File: src/rtl/onehot_decoder_if.sv
// Stream bundle for the one-hot decoder: index input, one-hot output,
// and the out-of-range error counter side channel.
//
// Handshake: a beat moves across a channel on a rising clk edge where
// valid && ready are both high. A source keeps valid and payload stable
// until the transfer. in_ready depends only on the decoder's buffer
// occupancy, never combinationally on in_valid or out_ready.
interface onehot_decoder_if #(
  parameter int N_OUT = 8,
  parameter int IDX_W = 3,
  parameter int CNT_W = 8
);
  logic             in_valid;
  logic             in_ready;
  logic [IDX_W-1:0] in_idx;
  logic             out_valid;
  logic             out_ready;
  logic [N_OUT-1:0] out_onehot;
  logic             out_err;
  logic             clr_count;
  logic [CNT_W-1:0] err_count;

  // Control source / consumer side
  modport master (
    output in_valid, in_idx, out_ready, clr_count,
    input  in_ready, out_valid, out_onehot, out_err, err_count
  );

  // Decoder side
  modport slave (
    input  in_valid, in_idx, out_ready, clr_count,
    output in_ready, out_valid, out_onehot, out_err, err_count
  );
endinterface

File: src/rtl/onehot_decoder.sv
// Binary index to one-hot decoder with a 2-entry output buffer.
// The head entry drives the outputs straight from registers. An index
// >= N_OUT is stored as onehot=0, err=1 and bumps a saturating counter.
module onehot_decoder #(
  parameter int N_OUT = 8,
  parameter int IDX_W = 3,
  parameter int CNT_W = 8
) (
  input  logic            clk,
  input  logic            rst,
  onehot_decoder_if.slave bus
);

  localparam logic [CNT_W-1:0] CNT_MAX = '1;

  logic [1:0]       occ, occ_nxt;
  logic [N_OUT-1:0] head_oh, head_oh_nxt;
  logic [N_OUT-1:0] tail_oh, tail_oh_nxt;
  logic             head_err, head_err_nxt;
  logic             tail_err, tail_err_nxt;
  logic [CNT_W-1:0] cnt, cnt_nxt;
  logic [N_OUT-1:0] dec_oh;
  logic             dec_err;
  logic             push, pop;

  // Decode the incoming index; out-of-range indices give an all-zero word
  always_comb begin
    dec_oh = '0;
    for (int i = 0; i < N_OUT; i++) begin
      dec_oh[i] = (int'(bus.in_idx) == i);
    end
    dec_err = (int'(bus.in_idx) >= N_OUT);
  end

  // Held low during reset so nothing is accepted into a buffer being flushed
  assign bus.in_ready   = !rst && (occ != 2'd2);
  assign bus.out_valid  = (occ != 2'd0);
  assign bus.out_onehot = head_oh;
  assign bus.out_err    = head_err;
  assign bus.err_count  = cnt;

  assign push = bus.in_valid && bus.in_ready;
  assign pop  = bus.out_valid && bus.out_ready;

  // Next buffer contents; the head is cleared when the buffer drains so
  // the outputs read zero while out_valid is low
  always_comb begin
    occ_nxt      = occ;
    head_oh_nxt  = head_oh;
    head_err_nxt = head_err;
    tail_oh_nxt  = tail_oh;
    tail_err_nxt = tail_err;
    case ({push, pop})
      2'b10: begin
        occ_nxt = occ + 2'd1;
        if (occ == 2'd0) begin
          head_oh_nxt  = dec_oh;
          head_err_nxt = dec_err;
        end else begin
          tail_oh_nxt  = dec_oh;
          tail_err_nxt = dec_err;
        end
      end
      2'b01: begin
        occ_nxt      = occ - 2'd1;
        tail_oh_nxt  = '0;
        tail_err_nxt = 1'b0;
        if (occ == 2'd2) begin
          head_oh_nxt  = tail_oh;
          head_err_nxt = tail_err;
        end else begin
          head_oh_nxt  = '0;
          head_err_nxt = 1'b0;
        end
      end
      2'b11: begin
        if (occ == 2'd2) begin
          head_oh_nxt  = tail_oh;
          head_err_nxt = tail_err;
          tail_oh_nxt  = dec_oh;
          tail_err_nxt = dec_err;
        end else begin
          head_oh_nxt  = dec_oh;
          head_err_nxt = dec_err;
        end
      end
      default: ;
    endcase
  end

  // Error counter: a clear in the same cycle as a bad beat still counts that beat
  always_comb begin
    cnt_nxt = cnt;
    if (bus.clr_count) begin
      cnt_nxt = (push && dec_err) ? CNT_W'(1) : '0;
    end else if (push && dec_err && cnt != CNT_MAX) begin
      cnt_nxt = cnt + CNT_W'(1);
    end
  end

  // State registers; reset discards any held beats
  always_ff @(posedge clk) begin
    if (rst) begin
      occ      <= 2'd0;
      head_oh  <= '0;
      head_err <= 1'b0;
      tail_oh  <= '0;
      tail_err <= 1'b0;
      cnt      <= '0;
    end else begin
      occ      <= occ_nxt;
      head_oh  <= head_oh_nxt;
      head_err <= head_err_nxt;
      tail_oh  <= tail_oh_nxt;
      tail_err <= tail_err_nxt;
      cnt      <= cnt_nxt;
    end
  end

endmodule
File: src/flat_wrapper.sv
// flat-port wrapper written by rule: the top's interface ports become plain ports
module onehot_decoder_flat 
#(
  parameter int N_OUT = 8,
  parameter int IDX_W = 3,
  parameter int CNT_W = 8
)
  (clk, rst, bus_in_valid, bus_in_idx, bus_out_ready, bus_clr_count, bus_in_ready, bus_out_valid, bus_out_onehot, bus_out_err, bus_err_count);
  onehot_decoder_if #(.N_OUT(N_OUT), .IDX_W(IDX_W), .CNT_W(CNT_W)) bus_i ();
  input  logic clk;
  input  logic rst;
  input wire logic [$bits(bus_i.in_valid)-1:0] bus_in_valid;
  input wire logic [$bits(bus_i.in_idx)-1:0] bus_in_idx;
  input wire logic [$bits(bus_i.out_ready)-1:0] bus_out_ready;
  input wire logic [$bits(bus_i.clr_count)-1:0] bus_clr_count;
  output wire logic [$bits(bus_i.in_ready)-1:0] bus_in_ready;
  output wire logic [$bits(bus_i.out_valid)-1:0] bus_out_valid;
  output wire logic [$bits(bus_i.out_onehot)-1:0] bus_out_onehot;
  output wire logic [$bits(bus_i.out_err)-1:0] bus_out_err;
  output wire logic [$bits(bus_i.err_count)-1:0] bus_err_count;
  assign bus_i.in_valid = bus_in_valid;
  assign bus_i.in_idx = bus_in_idx;
  assign bus_i.out_ready = bus_out_ready;
  assign bus_i.clr_count = bus_clr_count;
  assign bus_in_ready = bus_i.in_ready;
  assign bus_out_valid = bus_i.out_valid;
  assign bus_out_onehot = bus_i.out_onehot;
  assign bus_out_err = bus_i.out_err;
  assign bus_err_count = bus_i.err_count;
  onehot_decoder #(.N_OUT(N_OUT), .IDX_W(IDX_W), .CNT_W(CNT_W)) u_core (.clk(clk), .rst(rst), .bus(bus_i));
endmodule
File: config.mk
export PLATFORM = sky130hd
export DESIGN_NAME = onehot_decoder_flat
export DESIGN_NICKNAME = d
export VERILOG_FILES = /design/src/rtl/onehot_decoder_if.sv /design/src/rtl/onehot_decoder.sv /design/src/flat_wrapper.sv
export SDC_FILE = /design/constraint.sdc
export NUM_CORES = 1
export LEC_CHECK = 0
export CELL_PAD_IN_SITES_DETAIL_PLACEMENT = 0
export CELL_PAD_IN_SITES_GLOBAL_PLACEMENT = 2
export CORE_MARGIN = 3
export CORE_UTILIZATION = 29
export CTS_BUF_LIST = sky130_fd_sc_hd__clkbuf_16
export DETAILED_ROUTE_END_ITERATION = 16
export HOLD_SLACK_MARGIN = 0.15
export PLACE_DENSITY_LB_ADDON = 0.1
export SYNTH_ARGS = -nofsm -noshare
export SYNTH_HDL_FRONTEND = slang
export SYNTH_SLANG_ARGS = --single-unit
File: constraint.sdc
create_clock -name clk -period 6.2 [get_ports clk]
set_clock_uncertainty 0.1 [all_clocks]
set_input_delay 1.24 -clock clk [delete_from_list [all_inputs] [get_ports clk]]
set_output_delay 1.24 -clock clk [all_outputs]
set_load 0.005 [all_outputs]
==> flow_summary.yaml, run 1 <==
timing:
  period_minus_slack_ps: 4210
  finalSetupViolCount: 0
  setup-tns-final_ps: 0
  tightest_slew_ps: 779
  drv_slew: 0
  rsz0062_at_grt: "no"
  relSlewSlack: 0.479
  fmax_mhz: 238
  finalHoldViolCount: 0
  timing.final.crit_share: 0.678
route:
  vias: 857
  wl_um: 2190
  ant_nets: 0
  drt_iter0_drc: 17
  post_drt_wl_per_cell_um: 12.4
  drc: 0
  drt_first_pass_iters: 4
  vias_per_cell: 4.84
clocking:
  post_cts_resized: 0
  htreeDepth: 1
  numCtsBuffers: 3
  cts_tree: "done"
  ctsHoldBuffers: 0
  clock-sinks: 18
  cts_max_path_buffers: 2
  clk_pin_slew_ps: 50
  root_buffer: "clkbuf_16"
  clk_latency_ps: 240
  post-cts-setup-buffer-count: 0
floorplan:
  start_util: 0.319
  die_y_um: 65.4
  die_area_um2: 4270
  pin_count: 27
  chipWidth_um: 65.4
  core.rowCount: 20
  core_um2: 3200
grt:
  antenna_found_initial: 0
  grt_pass1_vias: 758
  grt_pass1_wl_um: 3610
  grt_usage: 0.108
  grt_max_degree: 22
  grt_remaining_overflow: 0
worst_setup_path:
  crit_fanout: 21
  crit_arrival_ps: 2870
  reg2reg_from: "u_core.occ[0]"
  crit_type: "primary input to primary output"
  rrSetupSlack_ps: 3690
  critical_path.endpoint: "bus_in_ready"
  critPathLaunchType: "primary input"
  cp-end-kind: "primary output"
  crit_start: "rst"
  timing.rr.end: "u_core.tail_oh[1]"
  r2r_cells: 9
  critPathRequiredTime_ps: 4860
synthesis:
  yosys-top-cells-area: "dfxtp_1, buf_4, ha_1"
  synth.distinct_cells: 35
  ys_async_sr_fraction: 0
  synth_cells: 120
  ys.flop_type: "dfxtp_1"
  synth_top_area_cell: "dfxtp_1"
  synth_edf_count: 0
  ys_seq_elements: 18
  avgSynthCellArea_um2: 8.52
  yosys.area.top_type_share: 0.353
  syn_area_um2: 1020
  ys_warn_count: 0
  yosysSeqAreaShare: 0.353
final_layout:
  mostFrequentLayoutCells: "dfxtp_1, clkdlybuf4s50_1, nor2_1"
  n_antenna_cell: 0
  final_nets: 147
  layout_commonest_cell: "dfxtp_1"
  area_growth_pct: 21.7
  postLayoutCellArea_um2: 1240
  drive_gt1_frac: 0.0526
pwr:
  p_leak_nw: 0.480
  ir_drop_mv: 0.0842
  power_density_nw_per_um2: 391
placement:
  placed_cell_area_um2: 1160
  io_buffer_count: 16
  routabilityCongestion: 0.692
  dp_hpwl_um: 1670
run_status:
  status: "finished clean"
job:
  maxCapViolations: 0
min_path:
  hold_path_class: "flip-flop to flip-flop"
[area by class of cell]
cell class / count / area [um^2]
well taps: 44 / 55.1
inverters: 5 / 18.8
flip-flops and latches: 18 / 360
fillers: 357 / 1960
clock inverters: 1 / 3.75
repair buffers: 16 / 160
clock buffers: 3 / 75.1
multi-input cells: 90 / 571
[through the flow]
step,util,total power [mW],worst slack [ps],instances,hold WS (ps)
2_1_floorplan,-,0.295,2980,128,349
3_3_place_gp,0.364,0.362,1960,173,367
3_5_place_dp,0.364,0.362,1960,173,374
4_1_cts,0.388,0.495,1960,177,381
5_1_grt,0.388,0.525,1870,177,398
6_report,0.388,0.486,1990,177,376
[power by group]
group	internal (mW)	switching, mW	total, mW
combinational	0.0954	0.0970	0.192
clock	0.0856	0.0428	0.128
sequential	0.144	0.0208	0.165
[worst max-delay path, stage by stage]
cell and delay, ps:
clkdlybuf4s50_1 810, nor2_1 290, clkdlybuf4s50_1 530
[per-layer routing]
| layer | vias up | track usage | routed length (um) |
|---|---|---|---|
| li1 | 446 | - | - |
| met1 | 388 | 0.139 | 1080 |
| met2 | 21 | 0.173 | 965 |
| met3 | 2 | 0.0274 | 120 |
| met4 | 0 | 0.0389 | 19 |
| met5 | - | 0 | 0 |
[cells by family (layout without fill, tap and decap cells)]
kind of cell	count (synthesis)	after routing	synth area share
compound gates	35	35	0.244
other cells	1	9	0.00367
simple gates	38	38	0.195
xor+xnor	3	3	0.0257
buf+inv	20	25	0.119
fa+ha+maj	5	5	0.0612
flops	18	18	0.353
[sequential cells by signal (all words and copies together), names as in the netlist]
signal	flops
u_core.bus.out_onehot	8
u_core.occ	2
u_core.tail_oh	8
[worst min path at each step]
stage	from	to	slack, ps	depth (start not counted)
3_3_place_gp	u_core.tail_oh[1]	u_core.tail_oh[1]	370	2
6_report	u_core.tail_oh[7]	u_core.tail_oh[7]	380	2
4_1_cts	u_core.tail_oh[3]	u_core.tail_oh[3]	380	2
3_5_place_dp	u_core.tail_oh[1]	u_core.tail_oh[1]	370	2
5_1_grt	u_core.tail_oh[3]	u_core.tail_oh[3]	400	2
2_1_floorplan	u_core.tail_oh[7]	u_core.tail_oh[7]	350	2
[synth_stat cells, drive strengths merged, types with 4 or more instances]
cell and count:
nor3 5, ha 5, inv 5, a221oi 5, nor2b 4, a21oi 9
buf 12, nor2 14, dfxtp 18, nand2 5, o21ai 9
No activity file was read; power rests on OpenSTA's default activity.
==> inputs of run 2 (changes only) <==
--- a/config.mk
+++ b/config.mk
@@ -8,7 +8,7 @@
 export CELL_PAD_IN_SITES_DETAIL_PLACEMENT = 0
 export CELL_PAD_IN_SITES_GLOBAL_PLACEMENT = 2
 export CORE_MARGIN = 3
-export CORE_UTILIZATION = 29
+export CORE_UTILIZATION = 27
 export CTS_BUF_LIST = sky130_fd_sc_hd__clkbuf_16
 export DETAILED_ROUTE_END_ITERATION = 16
 export HOLD_SLACK_MARGIN = 0.15
==> constraint.sdc (replaced) <==
create_clock -name clk -period 3.9 [get_ports clk]
set_clock_uncertainty 0.1 [all_clocks]
set_input_delay 0.78 -clock clk [delete_from_list [all_inputs] [get_ports clk]]
set_output_delay 0.78 -clock clk [all_outputs]
set_load 0.005 [all_outputs]
==> flow_summary.yaml, run 2 (synthesized netlist as in run 1, its figures left out) <==
run_status:
  status: "finished clean"
placement:
  dp_hpwl_um: 1750
  placedCellCount: 176
  placed_cell_area_um2: 1170
  post-place-ws_ps: 855
  routabilityCongestion: 0.685
  io_buffer_count: 16
timing:
  setup-tns-final_ps: 0
  worst_slack_ps: 1110
  drv_slew: 0
  rsz0062_at_grt: "no"
  period_minus_slack_ps: 2790
  tightest_slew_ps: 744
  fmax_mhz: 358
  finalHoldViolCount: 0
  relSlewSlack: 0.501
  timing.final.crit_share: 0.716
  finalSetupViolCount: 0
pwr:
  p_leak_nw: 0.485
  ir_drop_mv: 0.206
  power_density_nw_per_um2: 624
final_layout:
  layout_commonest_cell: "dfxtp_1"
  final_nets: 148
  drive_gt1_frac: 0.0597
  postLayoutCellArea_um2: 1250
  layout.cells.non_filler: 180
  n_antenna_cell: 0
  area_growth_pct: 22.6
  mostFrequentLayoutCells: "dfxtp_1, clkdlybuf4s50_1, nor2_1"
clocking:
  clock-sinks: 18
  htreeDepth: 1
  root_buffer: "clkbuf_16"
  clk_pin_slew_ps: 50
  ctsHoldBuffers: 0
  post-cts-setup-buffer-count: 0
  post_cts_resized: 0
  numCtsBuffers: 3
  cts_tree: "done"
  clk_latency_ps: 250
  cts_max_path_buffers: 2
grt:
  antenna_found_initial: 0
  grt_usage: 0.114
  grt_max_degree: 21
  use_met3: 0.0250
  met1_usage: 0.146
  grt_pass1_vias: 834
  grt_remaining_overflow: 0
  busiest_layer: "met2"
  grt_pass1_wl_um: 3940
  global_route.usage.met2: 0.183
worst_setup_path:
  critPathLaunchType: "primary input"
  critPathRequiredTime_ps: 3980
  cp-end-kind: "flip-flop"
  path_depth: 9
  r2r_cells: 9
  crit_type: "primary input to flip-flop"
  crit_family: "simple AND/OR/NAND/NOR gates"
  cp.buffers_inverters: 2
  slowest_stage: "or4b_1"
  crit_arrival_ps: 2880
  cp_cell_sequence: "clkdlybuf4s50_1 > nor2_1 > nand2_1 > inv_1 > ha_1 > nor2b_1 > o22a_1 > or4b_1 > a21oi_1"
  crit_fanout: 12
  slowest_delay_ps: 540
route:
  post_drt_wl_per_cell_um: 12.9
  wl_um: 2320
  drt_first_pass_iters: 4
  vias: 873
  ant_nets: 0
  drc: 0
  drt_iter0_drc: 26
  vias_per_cell: 4.85
floorplan:
  core_um2: 3490
  start_util: 0.293
  chipWidth_um: 67.5
  core.rowCount: 21
  die_area_um2: 4560
  pin_count: 27
  die_y_um: 67.5
min_path:
  hold_depth: 2
  hold_path_class: "flip-flop to flip-flop"
job:
  maxCapViolations: 0
## run 2: cell count changes in the layout (fill, tap and decap cells not counted)
cell   previous run  this run
buf_4             0         1
## run 2: path summary, 6_finish.rpt
| path | from | slack [ps] | end |
|---|---|---|---|
| setup / recovery | rst | 1110 | u_core.tail_oh[5] |
| hold reg to reg | u_core.tail_oh[5] | 380 | u_core.tail_oh[5] |
| hold / removal | u_core.tail_oh[5] | 380 | u_core.tail_oh[5] |
| setup reg to reg | u_core.occ[0] | 1380 | u_core.bus.out_onehot[7] |
## run 2: metrics by stage
stage	hold WS (ps)	total power, mW	utilization
after floorplan	349	0.469	-
after global placement	367	0.579	0.336
after detailed placement	372	0.579	0.336
after CTS	380	0.792	0.359
after global routing	408	0.841	0.359
final	381	0.783	0.359
## run 2: worst min-delay path, cell delays in order (launching register included)
cell	delay [ps]
dfxtp_1	300
o21ai_0	70
a21oi_1	60
## run 2: layer usage
| layer | vias to the layer above | share of wire |
|---|---|---|
| li1 | 447 | - |
| met1 | 406 | 0.49 |
| met2 | 15 | 0.46 |
| met3 | 5 | 0.037 |
| met4 | 0 | 0.016 |
| met5 | - | 0 |
## run 2: power by group
| group | total, mW | switching, mW | leakage (nW) | internal, mW |
|---|---|---|---|---|
| sequential | 0.263 | 0.0337 | 0.147 | 0.229 |
| combinational | 0.309 | 0.157 | 0.299 | 0.152 |
| clock | 0.211 | 0.0741 | 0.0385 | 0.136 |
## run 2: cell type report
cell class              count  area, um^2
multi-input cells          90         571
clock buffers               3        75.1
fillers                   354        2240
flip-flops and latches     18         360
inverters                   5        18.8
repair buffers             17         168
clock inverters             1        3.75
well taps                  46        57.6
